File: config.mk
export PLATFORM = sky130hd
export DESIGN_NAME = alu_issue
export DESIGN_NICKNAME = d
export VERILOG_FILES = /design/src/rtl/alu_issue.sv
export SDC_FILE = /design/constraint.sdc
export NUM_CORES = 1
export LEC_CHECK = 0
export CELL_PAD_IN_SITES_DETAIL_PLACEMENT = 0
export CELL_PAD_IN_SITES_GLOBAL_PLACEMENT = 1
export CORE_MARGIN = 5
export CORE_UTILIZATION = 30
export DETAILED_ROUTE_END_ITERATION = 12
export DONT_BUFFER_PORTS = 1
export PLACE_DENSITY_LB_ADDON = 0.1
export SYNTH_ARGS = -nofsm -noshare
export SYNTH_HDL_FRONTEND = slang
export SYNTH_SLANG_ARGS = --single-unit
export TNS_END_PERCENT = 5
File: constraint.sdc
create_clock -name clk -period 5.7 [get_ports clk]
set_input_delay 1.14 -clock clk [delete_from_list [all_inputs] [get_ports clk]]
set_output_delay 1.14 -clock clk [all_outputs]
set_load 0.02 [all_outputs]
File: src/rtl/alu_issue.sv
// Issue front end for the RV32I integer ALU: decodes one instruction into registered
// ALU controls, captures the ALU result, and presents writeback/branch outcome.
module alu_issue (
    input  logic        clk,
    input  logic        rst,
    input  logic        in_valid,
    output logic        in_ready,
    input  logic [31:0] instr,
    input  logic [31:0] rs1_data,
    input  logic [31:0] rs2_data,
    input  logic [31:0] pc,
    output logic [3:0]  alu_control,
    output logic [31:0] alu_inp1,
    output logic [31:0] alu_inp2,
    input  logic [31:0] alu_result,
    input  logic        zero_flag,
    output logic        out_valid,
    input  logic        out_ready,
    output logic [4:0]  rd_addr,
    output logic        rd_we,
    output logic [31:0] rd_data,
    output logic        branch_taken,
    output logic [31:0] branch_target,
    output logic        illegal
);

    typedef enum logic [1:0] {
        S_IDLE = 2'b00,
        S_EXEC = 2'b01,
        S_DONE = 2'b10
    } state_e;

    typedef enum logic [3:0] {
        ALU_ADD              = 4'b0000,
        ALU_SUB              = 4'b0001,
        ALU_AND              = 4'b0010,
        ALU_OR               = 4'b0011,
        ALU_XOR              = 4'b0100,
        ALU_SHIFTL           = 4'b0101,
        ALU_SHIFTR           = 4'b0110,
        ALU_SHIFTR_ARITH     = 4'b0111,
        ALU_LESS_THAN        = 4'b1000,
        ALU_LESS_THAN_SIGNED = 4'b1001
    } alu_op_e;

    localparam logic [6:0] OPC_R   = 7'b0110011;
    localparam logic [6:0] OPC_I   = 7'b0010011;
    localparam logic [6:0] OPC_B   = 7'b1100011;
    localparam logic [6:0] F7_ZERO = 7'b0000000;
    localparam logic [6:0] F7_ALT  = 7'b0100000;

    state_e      state_q, state_d;
    logic        accept, capture;

    logic [6:0]  opcode, funct7;
    logic [2:0]  funct3;
    logic        is_r;
    logic [31:0] imm_i, imm_b;
    logic        unused_rs1_field;

    alu_op_e     dec_ctrl;
    logic [31:0] dec_inp1, dec_inp2, dec_tgt;
    logic        dec_ill, dec_wr, dec_br;

    alu_op_e     alu_ctrl_q;
    logic [31:0] inp1_q, inp2_q;
    logic [4:0]  p_rd_q;
    logic        p_wr_q, p_br_q, p_ill_q;
    logic [2:0]  p_f3_q;
    logic [31:0] p_tgt_q;

    logic [4:0]  rd_addr_q;
    logic        rd_we_q, taken_q, ill_q;
    logic [31:0] rd_data_q, tgt_q;
    logic        br_cond;

    assign opcode           = instr[6:0];
    assign funct3           = instr[14:12];
    assign funct7           = instr[31:25];
    assign is_r             = (opcode == OPC_R);
    assign imm_i            = {{20{instr[31]}}, instr[31:20]};
    assign imm_b            = {{19{instr[31]}}, instr[31], instr[7], instr[30:25], instr[11:8], 1'b0};
    assign unused_rs1_field = ^instr[19:15];

    always_comb begin
        dec_ctrl = ALU_ADD;
        dec_inp1 = '0;
        dec_inp2 = '0;
        dec_tgt  = '0;
        dec_ill  = 1'b1;
        dec_wr   = 1'b0;
        dec_br   = 1'b0;
        case (opcode)
            OPC_R, OPC_I: begin
                dec_ill  = 1'b0;
                dec_wr   = 1'b1;
                dec_inp1 = rs1_data;
                dec_inp2 = is_r ? rs2_data : imm_i;
                // funct7 only constrains I-type on shifts, where instr[31:25] overlays it
                case (funct3)
                    3'b000: begin
                        if (is_r && funct7 == F7_ALT)       dec_ctrl = ALU_SUB;
                        else if (is_r && funct7 != F7_ZERO) dec_ill  = 1'b1;
                    end
                    3'b001: begin
                        dec_ctrl = ALU_SHIFTL;
                        if (funct7 != F7_ZERO) dec_ill = 1'b1;
                    end
                    3'b010: begin
                        dec_ctrl = ALU_LESS_THAN_SIGNED;
                        if (is_r && funct7 != F7_ZERO) dec_ill = 1'b1;
                    end
                    3'b011: begin
                        dec_ctrl = ALU_LESS_THAN;
                        if (is_r && funct7 != F7_ZERO) dec_ill = 1'b1;
                    end
                    3'b100: begin
                        dec_ctrl = ALU_XOR;
                        if (is_r && funct7 != F7_ZERO) dec_ill = 1'b1;
                    end
                    3'b101: begin
                        if (funct7 == F7_ZERO)     dec_ctrl = ALU_SHIFTR;
                        else if (funct7 == F7_ALT) dec_ctrl = ALU_SHIFTR_ARITH;
                        else                       dec_ill  = 1'b1;
                    end
                    3'b110: begin
                        dec_ctrl = ALU_OR;
                        if (is_r && funct7 != F7_ZERO) dec_ill = 1'b1;
                    end
                    default: begin
                        dec_ctrl = ALU_AND;
                        if (is_r && funct7 != F7_ZERO) dec_ill = 1'b1;
                    end
                endcase
                if (!is_r && funct3[1:0] == 2'b01) dec_inp2 = {27'b0, instr[24:20]};
            end
            OPC_B: begin
                dec_ill  = 1'b0;
                dec_br   = 1'b1;
                dec_inp1 = rs1_data;
                dec_inp2 = rs2_data;
                dec_tgt  = pc + imm_b;
                case (funct3)
                    3'b000, 3'b001: dec_ctrl = ALU_SUB;
                    3'b100, 3'b101: dec_ctrl = ALU_LESS_THAN_SIGNED;
                    3'b110, 3'b111: dec_ctrl = ALU_LESS_THAN;
                    default:        dec_ill  = 1'b1;
                endcase
            end
            default: ;
        endcase
        if (dec_ill) begin
            dec_ctrl = ALU_ADD;
            dec_inp1 = '0;
            dec_inp2 = '0;
            dec_tgt  = '0;
            dec_wr   = 1'b0;
            dec_br   = 1'b0;
        end
    end

    always_comb begin
        state_d   = state_q;
        accept    = 1'b0;
        capture   = 1'b0;
        in_ready  = (state_q == S_IDLE) & ~rst;
        out_valid = (state_q == S_DONE);
        case (state_q)
            S_IDLE: if (in_valid) begin
                accept  = 1'b1;
                state_d = S_EXEC;
            end
            S_EXEC: begin
                capture = 1'b1;
                state_d = S_DONE;
            end
            S_DONE: if (out_ready) state_d = S_IDLE;
            default: state_d = S_IDLE;
        endcase
    end

    always_ff @(posedge clk or posedge rst) begin
        if (rst) state_q <= S_IDLE;
        else     state_q <= state_d;
    end

    // funct3[2] picks result-based compare over the zero flag; funct3[0] inverts the sense
    assign br_cond = (p_f3_q[2] ? (alu_result != '0) : zero_flag) ^ p_f3_q[0];

    always_ff @(posedge clk or posedge rst) begin
        if (rst) begin
            alu_ctrl_q <= ALU_ADD;
            inp1_q     <= '0;
            inp2_q     <= '0;
            p_rd_q     <= '0;
            p_wr_q     <= 1'b0;
            p_br_q     <= 1'b0;
            p_ill_q    <= 1'b0;
            p_f3_q     <= '0;
            p_tgt_q    <= '0;
            rd_addr_q  <= '0;
            rd_we_q    <= 1'b0;
            rd_data_q  <= '0;
            taken_q    <= 1'b0;
            tgt_q      <= '0;
            ill_q      <= 1'b0;
        end else begin
            if (accept) begin
                alu_ctrl_q <= dec_ctrl;
                inp1_q     <= dec_inp1;
                inp2_q     <= dec_inp2;
                p_rd_q     <= dec_wr ? instr[11:7] : 5'd0;
                p_wr_q     <= dec_wr;
                p_br_q     <= dec_br;
                p_ill_q    <= dec_ill;
                p_f3_q     <= funct3;
                p_tgt_q    <= dec_tgt;
            end
            if (capture) begin
                rd_addr_q <= p_rd_q;
                rd_we_q   <= p_wr_q && (p_rd_q != 5'd0);
                rd_data_q <= p_wr_q ? alu_result : '0;
                taken_q   <= p_br_q && br_cond;
                tgt_q     <= p_tgt_q;
                ill_q     <= p_ill_q;
            end
        end
    end

    assign alu_control   = alu_ctrl_q;
    assign alu_inp1      = inp1_q;
    assign alu_inp2      = inp2_q;
    assign rd_addr       = rd_addr_q;
    assign rd_we         = rd_we_q;
    assign rd_data       = rd_data_q;
    assign branch_taken  = taken_q;
    assign branch_target = tgt_q;
    assign illegal       = ill_q;

endmodule

==> impl.org, run 1 <==
** Floorplan
- Initial core utilization :: 30.37%
- Vert. Die Dim :: 180.5 um
- DIE AREA :: 32560 um^2
- For this design the top-level I/O count stands at 307.
- Std cell rows :: 62
- Die X :: 180.5 um
- Core Area :: 28700 um^2

** Synthesis
- In this run, synthesis inferred 0 flip-flops with an integrated enable.
- In the synthesized netlist, the number of instances is 822.
- Post-synthesis area per instance :: 10.60 um^2
- Combinational family with the most area after synthesis :: compound AO/OA/AOI/OAI gates
- The synthesized netlist devotes 19.58% of its cell area to compound gates.
- Post-Synth XOR/XNOR Area :: 3.115%
- The most used flip-flop cell after synthesis is dfrtp_1.
- In the synthesized netlist the async set-or-reset flop fraction comes to 100.0%.
- Total of warnings raised by yosys :: 0
- In the post-synthesis netlist, the biggest area contributors are dfrtp_1 53%, nand2_1 5.9%, mux2_2 4.9%, o21ai_0 4.7%, ha_1 4.3%.
- After Yosys synthesis, and, or, nand and nor cells account for 11.80% of the synthesized area.
- Post-Synth Adder-Cell Area :: 4.536%
- Total nets after synthesis :: 1018
- Netlist area before placement :: 8716 um^2
- The share of the Yosys chip area taken by registers is 52.83%.
- The synthesized design spends more area on one cell type than any other, namely dfrtp_1.
- Fraction of synthesized area in multiplexers :: 4.910%
- Post-synth top area share :: 52.83%
- Number of synthesized register bits :: 184
- Synthesis instantiated 61 different standard cells from the library.

** Power and ir drop
- Dividing total power by cell area gives a power density of 323.8 nW/um^2.
- VDD sags by at most 0.1588 mV.
- Lkg Pwr :: 0.004545 uW

** Setup path
- Cell depth of the worst flop-to-flop path :: 10
- Data on the critical path arrives at its endpoint at 3.51 ns.
- Type of element capturing the critical path :: register
- Worst-path fanout max :: 36
- In this design, the stage delay of the slowest critical-path cell is 0.52 ns.
- The cell family contributing the most delay on the critical path is simple AND/OR/NAND/NOR gates.
- Critical path start-end classification :: input port to register
- Required time reported for the critical path endpoint :: 6.07 ns
- The critical path runs through a total of 8 cells.
- Number of buffers and inverters on the critical path :: 2
- Ordered cell list for the critical path :: or4_1 > nor3_2 > nand2_1 > a31oi_2 > buf_4 > nor3b_2 > a222oi_1 > inv_1
- The worst setup path is launched from an input port.
- Slowest-stage cell, CP :: or4_1

** Clock tree
- Clock latency on the worst-skew pair :: 0.43 ns
- Post-CTS Setup Bufs :: 0
- Post-cts repair resize count :: 0
- CTS tree :: built
- Maximum count of clock buffers along a single path :: 2
- After clock tree synthesis, the clock-pin slew on the worst setup and hold paths is 0.08 ns.
- H-tree levels :: 4
- Number of clock sinks :: 184
- The number of clock buffers added by TritonCTS is 17.
- Hold-fix buffers, CTS :: 0
- Buffer type at the clock tree root :: clkbuf_16

** Final layout
- Counting the fill cells in the layout gives 2939.
- Compared with the post-synthesis result, the final layout area differs by 11.80%.
- Most common library cell in the layout ignoring fill and taps :: dfrtp_1
- Antenna diode instance count :: 0
- Across the whole layout, storage elements account for 4604 um^2.
- Area occupied by multi-input gates :: 3869 um^2
- The top cell types in the final layout, fill and taps aside, are 184 x dfrtp_1, 135 x nand2_1, 82 x o21ai_0.
- Number of nets in the layout :: 998
- Cells with a size suffix above 1 make up 11.17% of the layout.

** Timing
- Timing would allow up to 0.3179 GHz.
- Min cycle time layout :: 3.145 ns
- At the pin with the least slew margin, the transition time is 1.245 ns.
- Unrepaired setup endpoints after global routing :: false
- Setup violations remaining at the end of the flow were counted as 0.
- Final cycle utilization of the critical path :: 55.18%
- Final Max Tran Viols :: 0
- Hold Vio Cnt, Final :: 0
- Fin Clk Skew :: 0.01144 ns
- In this run the tightest slew margin relative to its limit is 16.72%.
- Setup slack on the critical path of the routed design comes to 2.555 ns.
- Summed over all failing endpoints, the final setup total negative slack is 0 ns.

** Job
- Max-cap violations in this run came to 0.

** Global route
- Summed over all layers, the global routing overflow is 0.
- GR met1 Demand/Resource :: 18.41%
- For this run, global-route usage on met2 was measured as 26.12%.
- The first global-routing pass estimated 40520 um of wire.
- Pin count of the biggest net entering global routing :: 166
- Number of global-route vias before repair :: 6590
- For this run, the total global-route usage over all layers was measured as 15.64%.
- The initial antenna violation count was 2.
- The global routing stage identified its most utilized layer as met2.
- Met3 track demand over resource :: 6.984%

** Detailed routing
- In the routed layout, each cell is associated on average with a via count of 5.268.
- Number of nets still failing antenna checks after routing :: 0
- The routed layout has 6316 vias.
- After detailed routing, the total wire length is 25930 um.
- The first detailed-routing pass took 7 iterations.
- Post-route DRC :: 0
- After detailed routing, the average wire length per cell comes to 21.63 um.
- For this block, the initial DRC count from the detailed router was 304.

** Place
- Final weighted congestion in routability-driven placement :: 0.8284
- In this run the tool buffered the top-level ports with 0 buffer cells.
- Post-Place Setup Slack :: 2.070 ns
- Detailed placement finished with a half-perimeter wire length of 19050 um.

** Hold path
- Classification of the worst-slack hold path :: register to register
- Number of stages on the worst hold path :: 2

** Outcome
- Result of the run :: finished clean
[layout make-up]
type | count | share of cell area [%]
inverters | 27 | 1.079
flip-flops and latches | 184 | 47.25
multi-input cells | 566 | 39.70
repair buffers | 6 | 0.5907
clock buffers | 18 | 4.404
clock inverters | 14 | 2.042
well taps | 384 | 4.931
[tightest hold or removal path: stages, from the launching register on]
cell,delay (ns)
dfrtp_1,0.35
nand2_1,0.05
o21ai_0,0.06
[layer usage]
layer  share of wire, %  vias to the layer above
met4                1.3                        4
met2                 49                      219
met5              0.081                        -
met1                 40                     3127
li1                   -                     2941
met3                9.9                       25
[per-stage QoR]
step / hold slack [ns] / instance area [um^2] / total power (uW) / cells / util, %
after floorplan: 0.4460 / 8720 / 1787 / 822 / -
after global placement: 0.4659 / 9116 / 1905 / 1167 / 31.76
after detailed placement: 0.4706 / 9116 / 1914 / 1167 / 31.76
after CTS: 0.4896 / 9744 / 3222 / 1199 / 33.95
after global routing: 0.5075 / 9744 / 3322 / 1199 / 33.95
final: 0.4812 / 9744 / 3155 / 1199 / 33.95
[synth_stat cells, drive strengths merged (2+ instances only)]
cell type	count
a221o	22
ha	30
nor4	6
o21a	2
nor2b	6
a21oi	28
nor3	11
o21ai	85
or3	3
nand2b	4
a22o	40
o221ai	2
a221oi	2
clkbuf	36
and2	5
a21o	15
xnor2	18
a21boi	2
nor3b	2
xor2	13
dfrtp	184
a211o	3
or2	2
nand3	9
buf	9
mux2	38
a222oi	11
nor2	23
o2111ai	2
or4	5
nand2	136
and3	3
o21bai	4
o31ai	3
nand4	9
a31oi	5
inv	27
o211a	2
[logic make-up (layout without fill, tap and decap cells)]
logic type	Yosys count	count (layout)
xor+xnor	31	31
mux	38	38
compound gates	239	239
flops	184	184
simple gates	227	227
buf+inv	72	65
fa+ha+maj	31	31
[path summary, 6_finish.rpt]
path | slack, ns | endpoint | startpoint
worst max-delay path | 2.55 | alu_inp2[2]$_DFFE_PP0P_ | instr[27]
worst min-delay path | 0.48 | p_tgt_q[14]$_DFFE_PP0P_ | p_tgt_q[14]$_DFFE_PP0P_
worst max register to register | 2.80 | alu_inp2[2]$_DFFE_PP0P_ | state_q[0]$_DFFE_PP0P_
worst min register to register | 0.48 | p_tgt_q[14]$_DFFE_PP0P_ | p_tgt_q[14]$_DFFE_PP0P_
max in group asynchronous | 3.88 | branch_target[13]$_DFFE_PP0N_ | rst
min in group asynchronous | 0.58 | alu_inp1[12]$_DFFE_PP0P_ | rst
[report_power, final]
part           total, uW  internal [uW]  switching (uW)
registers           1370           1330            41.5
logic                502            153             349
clock network       1280            679             599
[sequential cells by signal, indices dropped and copies added (netlist names), 4 cells and up]
register,count
p_rd_q,5
p_tgt_q,32
alu_control,4
alu_inp1,32
rd_addr,5
alu_inp2,32
rd_data,32
branch_target,32
Power figures use the tool's default switching activity.
==> run 2, diff against run 1 <==
Clock period 5.7 ns to 3.3 ns, I/O delays scaled along.
==> impl.org, run 2 (synthesis gave the netlist of run 1 again) <==
** Floorplan
- Vert. Die Dim :: 180.5 um (unchanged)
- The area of the core was 28700 um^2 (unchanged).
- DIE AREA :: 32560 um^2 (unchanged)
- The initial core utilization was 30.37% (unchanged).
- The placement row count came to 62 (unchanged).
- IO Pins :: 307 (unchanged)
- The chip width is 180.5 um (unchanged).

** Power and ir drop
- The worst vdd rail ir drop is 0.2860 mV (was 0.1588 mV).
- The power density over cell area was 548.7 nW/um^2 (was 323.8 nW/um^2).
- Relative contribution of the clock network to total power :: 39.3% (was 40.5%)
- The combinational share of power is 16.4% (was 15.9%).
- The internal cell power is 3615 uW (was 2166 uW).
- Switching Share :: 32.57% (was 31.37%)
- The share of power burned in registers was 44.3% (was 43.6%).
- P_sw :: 1746 uW (was 989.8 uW)
- The leakage power is 0.004548 uW (was 0.004545 uW).

** Final layout
- Fillcell total :: 2885 (was 2939)
- Proportion of layout cells with a drive suffix above 1 :: 11.51% (was 11.17%)
- Most used cells in the layout excluding fill and tap cells: 184 x dfrtp_1, 135 x nand2_1, 82 x o21ai_0 (unchanged).
- Area occupied by registers :: 4604 um^2 (unchanged)
- Area grow syn2layout :: 12.09% (was 11.80%)
- Area occupied by multi-input gates :: 3869 um^2 (unchanged)
- The most common cell after layout, fill and taps aside was dfrtp_1 (unchanged).
- Cell area after layout :: 9769 um^2 (was 9744 um^2)
- Antenna diode instance count :: 0 (unchanged)
- Number of nets in the layout :: 1000 (was 998)

** Clock tree
- The worst-skew pair later-pin latency is 0.43 ns (about the same).
- The post-cts gate resize count came to 0 (unchanged).
- H-tree levels :: 4 (unchanged)
- The cell at the root of the clock tree is clkbuf_16 (unchanged).
- Maximum count of clock buffers along a single path :: 2 (unchanged)
- Post-CTS Setup Bufs :: 0 (unchanged)
- The number of buffers inserted during clock tree synthesis came to 17 (unchanged).
- The clock tree from TritonCTS is built (unchanged).
- The quantity of hold-fixing buffers added after cts is 0 (unchanged).
- The clock transition at the registers of the reported paths came to 0.08 ns (about the same).
- Number of clock sinks :: 184 (unchanged)

** Global route
- Global-route congestion overflow total :: 0 (unchanged)
- The pin count of the biggest net entering global routing is 153 (was 166).
- Global-route total usage across every layer :: 15.54% (was 15.64%)
- The number of global-route vias before repair was 6705 (was 6590).
- Number of antenna violations at the first check in global routing :: 2 (unchanged)
- Wire length of the first global-routing pass :: 40490 um (was 40520 um)

** Setup path
- The count of buffer and inverter cells on the critical path came to 0 (was 2).
- Critical path start-end classification :: input port to register (unchanged)
- Ordered cell list for the critical path: ha_1 > a21o_1 > a31oi_1 > nor2_1 > a211o_1 > a221o_1 > a41oi_1 > xor2_1 > o21ai_0 (was or4_1 > nor3_2 > nand2_1 > a31oi_2 > buf_4 > nor3b_2 > a222oi_1 > inv_1).
- Delay of the slowest critical-path stage :: 0.43 ns (was 0.52 ns)
- Kind of start point of the critical path :: input port (unchanged)
- Critical path's top delay family :: compound AO/OA/AOI/OAI gates (was simple AND/OR/NAND/NOR gates)
- Worst-path fanout max :: 6 (was 36)
- The capturing element type of the critical path was a register (unchanged).
- Required time reported for the critical path endpoint :: 3.59 ns (was 6.07 ns)
- Arrival time of the worst setup path :: 2.96 ns (was 3.51 ns)
- The slowest library cell on the worst path was a221o_1 (was or4_1).

** Timing
- The accumulated negative setup slack was 0 ns (unchanged).
- Final cycle utilization of the critical path :: 80.99%
- The final max-slew violation count came to 0 (unchanged).
- The actual transition at the worst max-transition pin is 1.162 ns (was 1.245 ns).
- The worst path needs 2.673 ns of the cycle, external delays included.
- Derived from the worst setup path, the maximum achievable clock frequency is 0.3741 GHz.
- The worst clock skew is 0.008504 ns (was 0.01144 ns).
- Max-slew headroom :: 22.56% (was 16.72%)
- Unrepaired setup endpoints after global routing: false (unchanged).
- The total count of hold-check failures in the final report is 0 (unchanged).
- The number of endpoints failing setup at the final stage was 0 (unchanged).

** Detailed routing
- Total iterations of the first detailed-routing run :: 5 (was 7)
- Overall via count from detail_route :: 6418 (was 6316)
- DRC violation total after the first TritonRoute iteration :: 257 (was 304)
- Routed length on met1 :: 10060 um (was 10300 um)
- Amount of wire on met3 after detailed routing :: 2782 um (was 2577 um)
- The count of nets left with antenna violations after detail routing was 0 (unchanged).
- Average wire per cell in the routed design :: 21.55 um (was 21.63 um)
- Uppermost layer routed :: met5 (unchanged)
- The average via count per standard cell came to 5.344 (was 5.268).
- The routed length on met2 was 12570 um (was 12700 um).
- Post-route DRC :: 0 (unchanged)
- Wire length reported by the detailed router :: 25880 um (was 25930 um)

** Hold path
- Classification of the worst-slack hold path :: input port to async pin (was register to register)

** Place
- Final weighted congestion in routability-driven placement :: 0.8296 (was 0.8284)
- Detail Placement HPWL :: 19130 um (was 19050 um)
- Input/output buffers :: 0 (unchanged)
- The cell area after placement is 9144 um^2 (was 9116 um^2).

** Job
- The count of max-cap constraint violations was 0 (unchanged).

** Outcome
- Result of the run :: finished clean (unchanged)
==> run 2: cell count changes in the layout (fill, tap and decap cells not counted) <==
cell and change:
clkinv_8 +5, inv_8 -5, bufinv_16 -2, clkinv_4 +2, buf_12 +1, buf_4 +1
clkbuf_1 -1, clkinv_2 -1, clkinvlp_4 +1, inv_12 +1
==> run 2: power by group through the flow <==
| stage | logic (uW) | clock network, uW | registers, uW |
|---|---|---|---|
| detailed placement | 900 | 0 | 2420 |
| CTS | 903 | 2190 | 2380 |
| finish | 880 | 2110 | 2370 |
| floorplan | 684 | 0 | 2400 |
| global route | 984 | 2280 | 2380 |
| global placement | 884 | 0 | 2420 |
==> run 2: area by class of cell <==
| cell class | instances | share of cell area, % |
|---|---|---|
| flip-flops and latches | 184 | 47.13 |
| multi-input cells | 566 | 39.60 |
| well taps | 384 | 4.918 |
| clock buffers | 17 | 4.355 |
| clock inverters | 15 | 2.049 |
| inverters | 27 | 1.076 |
| repair buffers | 8 | 0.8709 |
==> run 2: layer usage <==
metal | vias up | global-route usage (%)
met2 | 233 | 25.88
met4 | 4 | 4.114
met3 | 39 | 7.913
met5 | - | 0
met1 | 3189 | 17.75
li1 | 2953 | -
==> run 2: final timing paths <==
kind / startpoint / end / slack (ns) / depth (start not counted)
worst max-delay path: instr[29] / p_tgt_q[24]$_DFFE_PP0P_ / 0.63 / 9
worst min-delay path: rst / rd_data[28]$_DFFE_PP0N_ / 0.24 / 2
worst max register to register: state_q[0]$_DFFE_PP0P_ / alu_inp2[3]$_DFFE_PP0P_ / 0.98 / 9
worst min register to register: p_br_q$_DFFE_PP0P_ / p_br_q$_DFFE_PP0P_ / 0.48 / 2
max in group asynchronous: rst / p_tgt_q[21]$_DFFE_PP0P_ / 2.32 / 2
min in group clk: instr[13] / alu_control[2]$_DFFE_PP0P_ / 0.33 / 1
==> run 2: per-stage QoR <==
| stage | total power (uW) | cells | setup slack [ns] | utilization [%] | hold slack (ns) |
|---|---|---|---|---|---|
| global placement | 3304 | 1169 | 0.2123 | 31.86 | 0.4665 |
| finish | 5361 | 1201 | 0.6272 | 34.04 | 0.2427 |
| global route | 5645 | 1201 | 0.5280 | 34.04 | 0.2667 |
| floorplan | 3086 | 822 | 0.2755 | - | 0.4460 |
| CTS | 5466 | 1201 | 0.6795 | 34.04 | 0.2347 |
| detailed placement | 3320 | 1169 | 0.2239 | 31.86 | 0.4708 |
